## src/rtl/button_edge_detect.sv

```systemverilog
// ---------------------------------------------------------------------------
// button_edge_detect
//
// Input conditioner for one active-low push button. The raw pin is passed
// through a synchronizer chain, debounced with a consecutive-sample counter,
// and each debounced press (1 -> 0 transition) produces a one-cycle pulse.
//
// Parameters
//   SYNC_STAGES      synchronizer depth, >= 2
//   DEBOUNCE_CYCLES  consecutive disagreeing samples needed to change level, >= 1
//
// Ports
//   clock                   system clock, rising edge
//   reset                   synchronous, active-high
//   button_value            raw asynchronous button level (0 = pressed)
//   negative_edge_detected  registered one-cycle pulse per debounced press
//   debounced_value         current debounced button level
//
// Debounce FSM
//   state       | meaning
//   ------------+------------------------------------------------
//   ST_RELEASED | debounced level is 1 (button up)
//   ST_PRESSED  | debounced level is 0 (button down)
// ---------------------------------------------------------------------------
module button_edge_detect #(
    parameter int SYNC_STAGES     = 2,
    parameter int DEBOUNCE_CYCLES = 50000
) (
    input  logic clock,
    input  logic reset,
    input  logic button_value,
    output logic negative_edge_detected,
    output logic debounced_value
);

    localparam int CNT_W = (DEBOUNCE_CYCLES > 1) ? $clog2(DEBOUNCE_CYCLES) : 1;
    localparam logic [CNT_W-1:0] CNT_LAST = CNT_W'(DEBOUNCE_CYCLES - 1);

    if (SYNC_STAGES < 2) begin : g_bad_sync
        $error("button_edge_detect: SYNC_STAGES must be at least 2");
    end
    if (DEBOUNCE_CYCLES < 1) begin : g_bad_deb
        $error("button_edge_detect: DEBOUNCE_CYCLES must be at least 1");
    end

    // Encoding matches the debounced level so the state bit is the output.
    typedef enum logic {
        ST_PRESSED  = 1'b0,
        ST_RELEASED = 1'b1
    } state_t;

    logic [SYNC_STAGES-1:0] sync_q;
    logic                   s;
    state_t                 state_q, state_d;
    logic [CNT_W-1:0]       cnt_q, cnt_d;
    logic                   pulse_q, pulse_d;
    logic                   stable;

    // Synchronizer chain; flops reset to the released level so a button
    // held through reset is seen as a fresh press afterwards.
    always_ff @(posedge clock) begin
        if (reset) begin
            sync_q <= '1;
        end else begin
            sync_q <= {sync_q[SYNC_STAGES-2:0], button_value};
        end
    end

    assign s      = sync_q[SYNC_STAGES-1];
    assign stable = (state_q == ST_RELEASED);

    always_ff @(posedge clock) begin
        if (reset) begin
            state_q <= ST_RELEASED;
            cnt_q   <= '0;
            pulse_q <= 1'b0;
        end else begin
            state_q <= state_d;
            cnt_q   <= cnt_d;
            pulse_q <= pulse_d;
        end
    end

    // Counter only advances while the synchronized sample disagrees with the
    // debounced level; any agreeing sample restarts the run. At the last
    // count the level flips, and a flip out of ST_RELEASED is a press.
    always_comb begin
        state_d = state_q;
        cnt_d   = '0;
        pulse_d = 1'b0;
        if (s != stable) begin
            if (cnt_q == CNT_LAST) begin
                cnt_d = '0;
                case (state_q)
                    ST_RELEASED: begin
                        state_d = ST_PRESSED;
                        pulse_d = 1'b1;
                    end
                    ST_PRESSED: begin
                        state_d = ST_RELEASED;
                    end
                    default: begin
                        state_d = ST_RELEASED;
                    end
                endcase
            end else begin
                cnt_d = cnt_q + CNT_W'(1);
            end
        end
    end

    assign negative_edge_detected = pulse_q;
    assign debounced_value        = stable;

endmodule

```

## config.mk

```make
export PLATFORM = sky130hd
export DESIGN_NAME = button_edge_detect
export DESIGN_NICKNAME = d
export VERILOG_FILES = /design/src/rtl/button_edge_detect.sv
export SDC_FILE = /design/constraint.sdc
export NUM_CORES = 1
export LEC_CHECK = 0
export ABC_CLOCK_PERIOD_IN_PS = 1900
export CAP_MARGIN = 10
export CORE_MARGIN = 10
export CORE_UTILIZATION = 55
export CTS_BUF_LIST = sky130_fd_sc_hd__clkbuf_8
export DETAILED_ROUTE_END_ITERATION = 10
export MAX_ROUTING_LAYER = met4
export PLACE_DENSITY = 0.74
export SLEW_MARGIN = 10
export SYNTH_ARGS = -nofsm -noshare
export SYNTH_HDL_FRONTEND = slang
export SYNTH_SLANG_ARGS = --single-unit
```

## constraint.sdc

```tcl
create_clock -name clock -period 1.9 [get_ports clock]
set_input_delay 0.57 -clock clock [delete_from_list [all_inputs] [get_ports clock]]
set_output_delay 0.57 -clock clock [all_outputs]
set_load 0.01 [all_outputs]
```

==> metrics.cfg, run 1 <==
[outcome]
status = finished, final reports clean

[cells_and_area]
final_layout_size_suffix_gt1_frac = 0.1386
layout_common_cells = dfxtp_1 (20), nor2_1 (17), xnor2_1 (10), nor3_1 (5)
final_cell_count_no_fill = 117
diodes = 0
area_delta_synth_final_pct = 17.60
fin_nets = 106
final_common_cell = dfxtp_1

[critical_path]
crit_buf_inv = 1
crit_path_max_fanout = 4
crit_chain = clkdlybuf4s50_1
cp.arrival_ns = 1.21
worstPathRequired_ns = 1.33
cp.depth = 1
crit_type = register to primary output
crit_family = buffers and inverters
rr_worst_depth = 3
cpPeakStageDelay_ns = 0.57
start_kind = register
end_kind = primary output
cp_slowest_cell = clkdlybuf4s50_1

[cts]
clkLatencyLatePin_ns = 0.25
htreeDepth = 1
hold_buffers = 0
cts_tree = built
cts_buffer_depth = 2
path_clk_slew_ns = 0.07
postCtsSetupRepairBufs = 0
numCtsBuffers = 3
cts_sinks = 20
cts-resized-gates = 0
cts-root-buf = clkbuf_8

[min_path]
whs_path_depth = 1
hp-class = register to register

[power]
total_power_mw = 0.8549
power_density_nw_per_um2 = 851.9
peakVddDrop_mv = 0.4650
leakage_nw = 0.3174

[die]
die_area_um2 = 3527
initial_core_util = 0.5731
die_w_um = 59.39
ios = 5
core_area_um2 = 1489
rows = 14
die_h_um = 59.39

[global_route]
grt_pass1_wl_um = 2732
grt_pass1_vias = 642
grt.total_usage = 0.1018
grt-ovfl-total = 0
grt_max_degree = 15
antenna_found_initial = 0

[timing]
rsz0062_at_grt = no
setup_tns_ns = 0
hold_viol_final = 0
layout_setup_ws_ns = 0.1210
period_needed_ns = 1.779
skew_ns = 0.004259
tightestPinTransition_ns = 0.3231
hold_slack_ns = 0.4353
setup_viol = 0
fmax_mhz = 562.1
relSlewSlack = 0.7826
min_period_over_period = 0.9363
finalMaxSlewViolations = 0

[detailed_routing]
ant_nets = 0
drt_first_pass_iters = 4
via_per_inst = 5.573
wire_per_inst_um = 13.28
drc = 0
vias = 652
drt-initial-drc-count = 5
wl_um = 1554

[flow_run]
cap_violations = 0

[synth]
synth_top_area_cell = dfxtp_1
yosysSeqAreaShare = 0.4692
ys_seq_elements = 20
yosysWarnings = 0
syn_avg_cell_area_um2 = 9.481
synth.top_cells.by_area = dfxtp_1 (47%), xnor2_1 (10%), nor2_1 (7.5%), xor2_1 (4.1%), nand4_1 (2.9%)
ys_types = 25
netlist_area_um2 = 853.3
synth_top_area_frac = 0.4692
synthesis.instances = 90
synth_nets = 94

[placed_design]
place_ws_ns = 0.1675
hpwl_um = 1156
place.gp.congestion = 0.7882
numPortBuffers = 4
placed_cells = 113

-- worst reg2reg max path: stages, from the launching register on --
cell and delay, ns:
dfxtp_1 0.34, or4b_1 0.51, or4_4 0.48, a211o_1 0.30
-- per-stage QoR --
stage	utilization	area, um^2
after CTS	0.6740	1003
after global placement	0.6261	932.1
final	0.6740	1003
after global routing	0.6740	1003
after detailed placement	0.6261	932.1
after floorplan	-	853.3
-- sequential cells by signal, summed over array words and instances (netlist names) --
register                count
negative_edge_detected      1
cnt_q                      16
debounced_value             1
sync_q                      2
-- per-layer routing --
metal | GRT usage | vias to the layer above | wire length, um
met5 | - | - | 0
met4 | 0.05574 | 0 | 9
met3 | 0.02790 | 2 | 47
met2 | 0.1471 | 6 | 750
met1 | 0.1239 | 312 | 747
li1 | - | 332 | -
-- path summary, 6_finish.rpt --
check	to	from	slack [ns]
max	debounced_value	debounced_value	0.12
min	sync_q[1]	sync_q[0]	0.44
max reg2reg	debounced_value	cnt_q[10]	0.16
min reg2reg	sync_q[1]	sync_q[0]	0.44
-- cells in the mapped netlist (all sizes together) --
cell     count
a211o        1
dfxtp       20
nor2        17
or4b         1
nor3         5
and4         1
inv          3
nand2        5
or2          2
nand4        4
or4          2
o31ai        1
a21oi        1
ha           1
xor2         4
nand4bb      2
xnor2       10
buf          1
nand2b       1
nand3        4
and3         1
nor4         2
nor4b        1
-- logic make-up (layout without fill, tap and decap cells) --
kind of cell | count (synthesis) | count (layout) | synth area share
simple gates | 48 | 48 | 0.3211
flops | 20 | 20 | 0.4692
compound gates | 3 | 3 | 0.02493
fa+ha+maj | 1 | 1 | 0.01466
xor+xnor | 14 | 14 | 0.1437
buf+inv | 4 | 15 | 0.02639
-- where the power goes --
| group | switching (mW) | leakage (nW) | internal (mW) |
|---|---|---|---|
| Sequential | 0.00199 | 0.162 | 0.421 |
| Clock | 0.136 | 0.0357 | 0.281 |
| Combinational | 0.00676 | 0.120 | 0.00757 |
-- cell type report --
| cell class | count | area (um^2) |
|---|---|---|
| tap | 16 | 20.02 |
| clock inverter | 1 | 30.03 |
| sequential | 20 | 400.4 |
| fill | 121 | 485.5 |
| timing repair buffer | 8 | 70.07 |
| inverter | 3 | 11.26 |
| multi-input combinational | 66 | 430.4 |
| clock buffer | 3 | 41.29 |
No activity file was read; power rests on OpenSTA's default activity.
==> run 2: changes to the inputs <==
- CAP_MARGIN: 10 -> unset
==> results of run 2 <==
Final layout, timing and power as in run 1 (identical DEF).
==> run 3: changes to the inputs <==
- ABC_AREA: unset -> 1
- CTS_CLUSTER_SIZE: unset -> 30
- SKIP_LAST_GASP: unset -> 1
==> run 3 against run 2 <==
- first-iteration DRC count grew 80%
- count of clock-buffer cells in the layout is the same
- worst hold slack lost 0.0072 ns
- setup slack gained 0.043 ns
- die area grew 9.4%
- routed wire length grew 17%
==> metrics.cfg, run 3 <==
[placed_design]
hpwl_um = 1406  ; +22%
place.gp.congestion = 0.8347  ; +5.9%
numPortBuffers = 4  ; unchanged

[cts]
cts_tree = built
clkLatencyLatePin_ns = 0.26  ; about the same
cts-root-buf = clkbuf_8
cts_sinks = 20  ; unchanged
htreeDepth = 1  ; unchanged
hold_buffers = 0  ; unchanged
cts_buffer_depth = 2  ; unchanged
cts-resized-gates = 0  ; unchanged
postCtsSetupRepairBufs = 0  ; unchanged
path_clk_slew_ns = 0.07  ; about the same
numCtsBuffers = 3  ; unchanged

[timing]
setup_viol = 0  ; unchanged
rsz0062_at_grt = no
hold_viol_final = 0  ; unchanged
fmax_mhz = 576.0  ; +2.5%
tightestPinTransition_ns = 0.2642  ; -0.05893 ns
skew_ns = 0.001052  ; -0.003207 ns
min_period_over_period = 0.9138  ; -0.02251
period_needed_ns = 1.736  ; -0.04278 ns
finalMaxSlewViolations = 0  ; unchanged
relSlewSlack = 0.8232  ; +0.04062
setup_tns_ns = 0  ; unchanged

[detailed_routing]
vias = 825  ; +27%
ant_nets = 0  ; unchanged
via_per_inst = 4.882  ; -12%
drt_first_pass_iters = 4  ; unchanged
wl_um = 1825  ; +17%
drc = 0  ; unchanged
wire_per_inst_um = 10.80  ; -19%
drt-initial-drc-count = 9  ; +4

[cells_and_area]
final_core_util = 0.6308  ; -0.04318
multiInputGateArea_um2 = 493.0  ; +15%
layout_common_cells = nand2_1 (32), nor2_1 (23), dfxtp_1 (20), inv_1 (18), nand3_1 (9)
area_delta_synth_final_pct = 10.38
final_layout_size_suffix_gt1_frac = 0.09722  ; -0.04139
nFillCells = 169  ; +40%
diodes = 0  ; unchanged
fin_nets = 150  ; +42%
reg_top3 = cnt_q (16), sync_q (2)
largest_reg_flops = 16  ; unchanged
regMostFlops = cnt_q
ff_latch_area_um2 = 400.4  ; unchanged
final_common_cell = nand2_1

[critical_path]
start_kind = register
crit_path_max_fanout = 4  ; unchanged
worstPathRequired_ns = 1.33  ; about the same
crit_family = buffers and inverters
cp_slowest_cell = clkdlybuf4s50_1
crit_type = register to primary output
end_kind = primary output
crit_chain = clkdlybuf4s50_1
cp.arrival_ns = 1.17  ; -0.04 ns
crit_buf_inv = 1  ; unchanged
cpPeakStageDelay_ns = 0.55  ; -0.02 ns

[synth]
synth_nets = 142  ; +51%
synth_commonest_cells = nand2_1 (32), nor2_1 (23), dfxtp_1 (20)
synthesis.instances = 138  ; +53%
synth_edf_count = 0  ; unchanged
ys_types = 20  ; -20%
synthFlopType = dfxtp_1
netlist_area_um2 = 975.9  ; +14%
synth_top_area_cell = dfxtp_1
yosysWarnings = 0  ; unchanged
ys_async_sr_fraction = 0  ; unchanged
synth_top_area_frac = 0.4103  ; -0.05895
yosysSeqAreaShare = 0.4103  ; -0.05895
ys_seq_elements = 20  ; unchanged
synth.top_cells.by_area = dfxtp_1 (41%), nand2_1 (12%), nor2_1 (8.8%), inv_1 (6.9%), nand3_1 (4.6%)
syn_avg_cell_area_um2 = 7.072  ; -25%
synth.most_common_cell = nand2_1

[die]
rows = 15  ; +1
core_area_um2 = 1708  ; +15%
die_w_um = 62.13  ; +4.6%
die_h_um = 62.13  ; +4.6%
die_area_um2 = 3860  ; +9.4%
ios = 5  ; unchanged
initial_core_util = 0.5714  ; -0.001680

[power]
p_seq_frac = 0.599  ; +0.104
pwr-share-comb = 0.017  ; about the same
power_density_nw_per_um2 = 655.8  ; -23%
leakage_nw = 0.3982  ; +25%
peakVddDrop_mv = 0.5214  ; +12%
switching_power_mw = 0.1373  ; -5.3%
total_power_mw = 0.7064  ; -17%
switching_share = 0.1944  ; +0.02482
clockPowerShare = 0.384  ; -0.104
p_int_mw = 0.5691  ; -20%

[global_route]
grt_pass1_vias = 793  ; +24%
grt-ovfl-total = 0  ; unchanged
antenna_found_initial = 0  ; unchanged
grt_pass1_wl_um = 3298  ; +21%
grt_max_degree = 17  ; +2
grt.total_usage = 0.1046  ; +0.002736

[min_path]
hp-class = register to register

[outcome]
status = finished, final reports clean

[flow_run]
cap_violations = 0  ; unchanged

==> run 3: changes by cell type after synthesis, moves of 4 or more <==
cell / before / now
nor2_2: 0 / 4
nor3_1: 5 / 1
xnor2_1: 10 / 2
nand2_1: 4 / 32
nand3_1: 4 / 9
a21oi_1: 1 / 6
nor2_1: 17 / 23
inv_1: 3 / 18
==> run 3: worst paths after layout <==
path	startpoint	to	slack [ns]	cells past startpoint
max	debounced_value	debounced_value	0.16	1
min reg2reg	sync_q[0]	sync_q[1]	0.43	1
min	sync_q[0]	sync_q[1]	0.43	1
max reg2reg	cnt_q[0]	cnt_q[8]	0.51	6
==> run 3: cell type report <==
class | count | area share
repair buffers | 4 | 0.03717
well taps | 25 | 0.02904
inverters | 19 | 0.06620
multi-input cells | 98 | 0.4576
clock buffers | 3 | 0.03833
flip-flops and latches | 20 | 0.3717
==> run 3: cell families after synthesis <==
| family | after synthesis | synth area share |
|---|---|---|
| AND/OR/NAND/NOR | 84 | 0.4013 |
| buffers and inverters | 20 | 0.08461 |
| flip-flops | 20 | 0.4103 |
| AO/OA/AOI/OAI | 8 | 0.04615 |
| XOR/XNOR | 5 | 0.04488 |
| adder cells (fa/ha/maj) | 1 | 0.01282 |
==> run 3: metal layers <==
metal  GRT usage  vias to the layer above  wire, um
li1            -                      445         -
met1      0.1184                      367       875
met2      0.1628                        8       856
met3     0.02688                        5        41
met4     0.06000                        0        52
met5           -                        -         0
==> run 3: metrics by stage <==
stage | instance area (um^2) | worst slack [ns] | hold WS, ns | cells
2_1_floorplan | 975.9 | 0.6123 | 0.3895 | 138
3_3_place_gp | 1036 | 0.2406 | 0.3990 | 166
3_5_place_dp | 1036 | 0.2083 | 0.4249 | 166
4_1_cts | 1077 | 0.1533 | 0.4376 | 169
5_1_grt | 1077 | 0.09859 | 0.4411 | 169
6_report | 1077 | 0.1638 | 0.4281 | 169
==> run 3: power groups by stage <==
stage / clock [mW] / combinational [mW] / sequential (mW)
finish: 0.272 / 0.0118 / 0.423
global route: 0.298 / 0.0130 / 0.423
CTS: 0.283 / 0.0120 / 0.423
detailed placement: 0 / 0.0119 / 0.433
global placement: 0 / 0.0116 / 0.432
floorplan: 0 / 0.00743 / 0.432
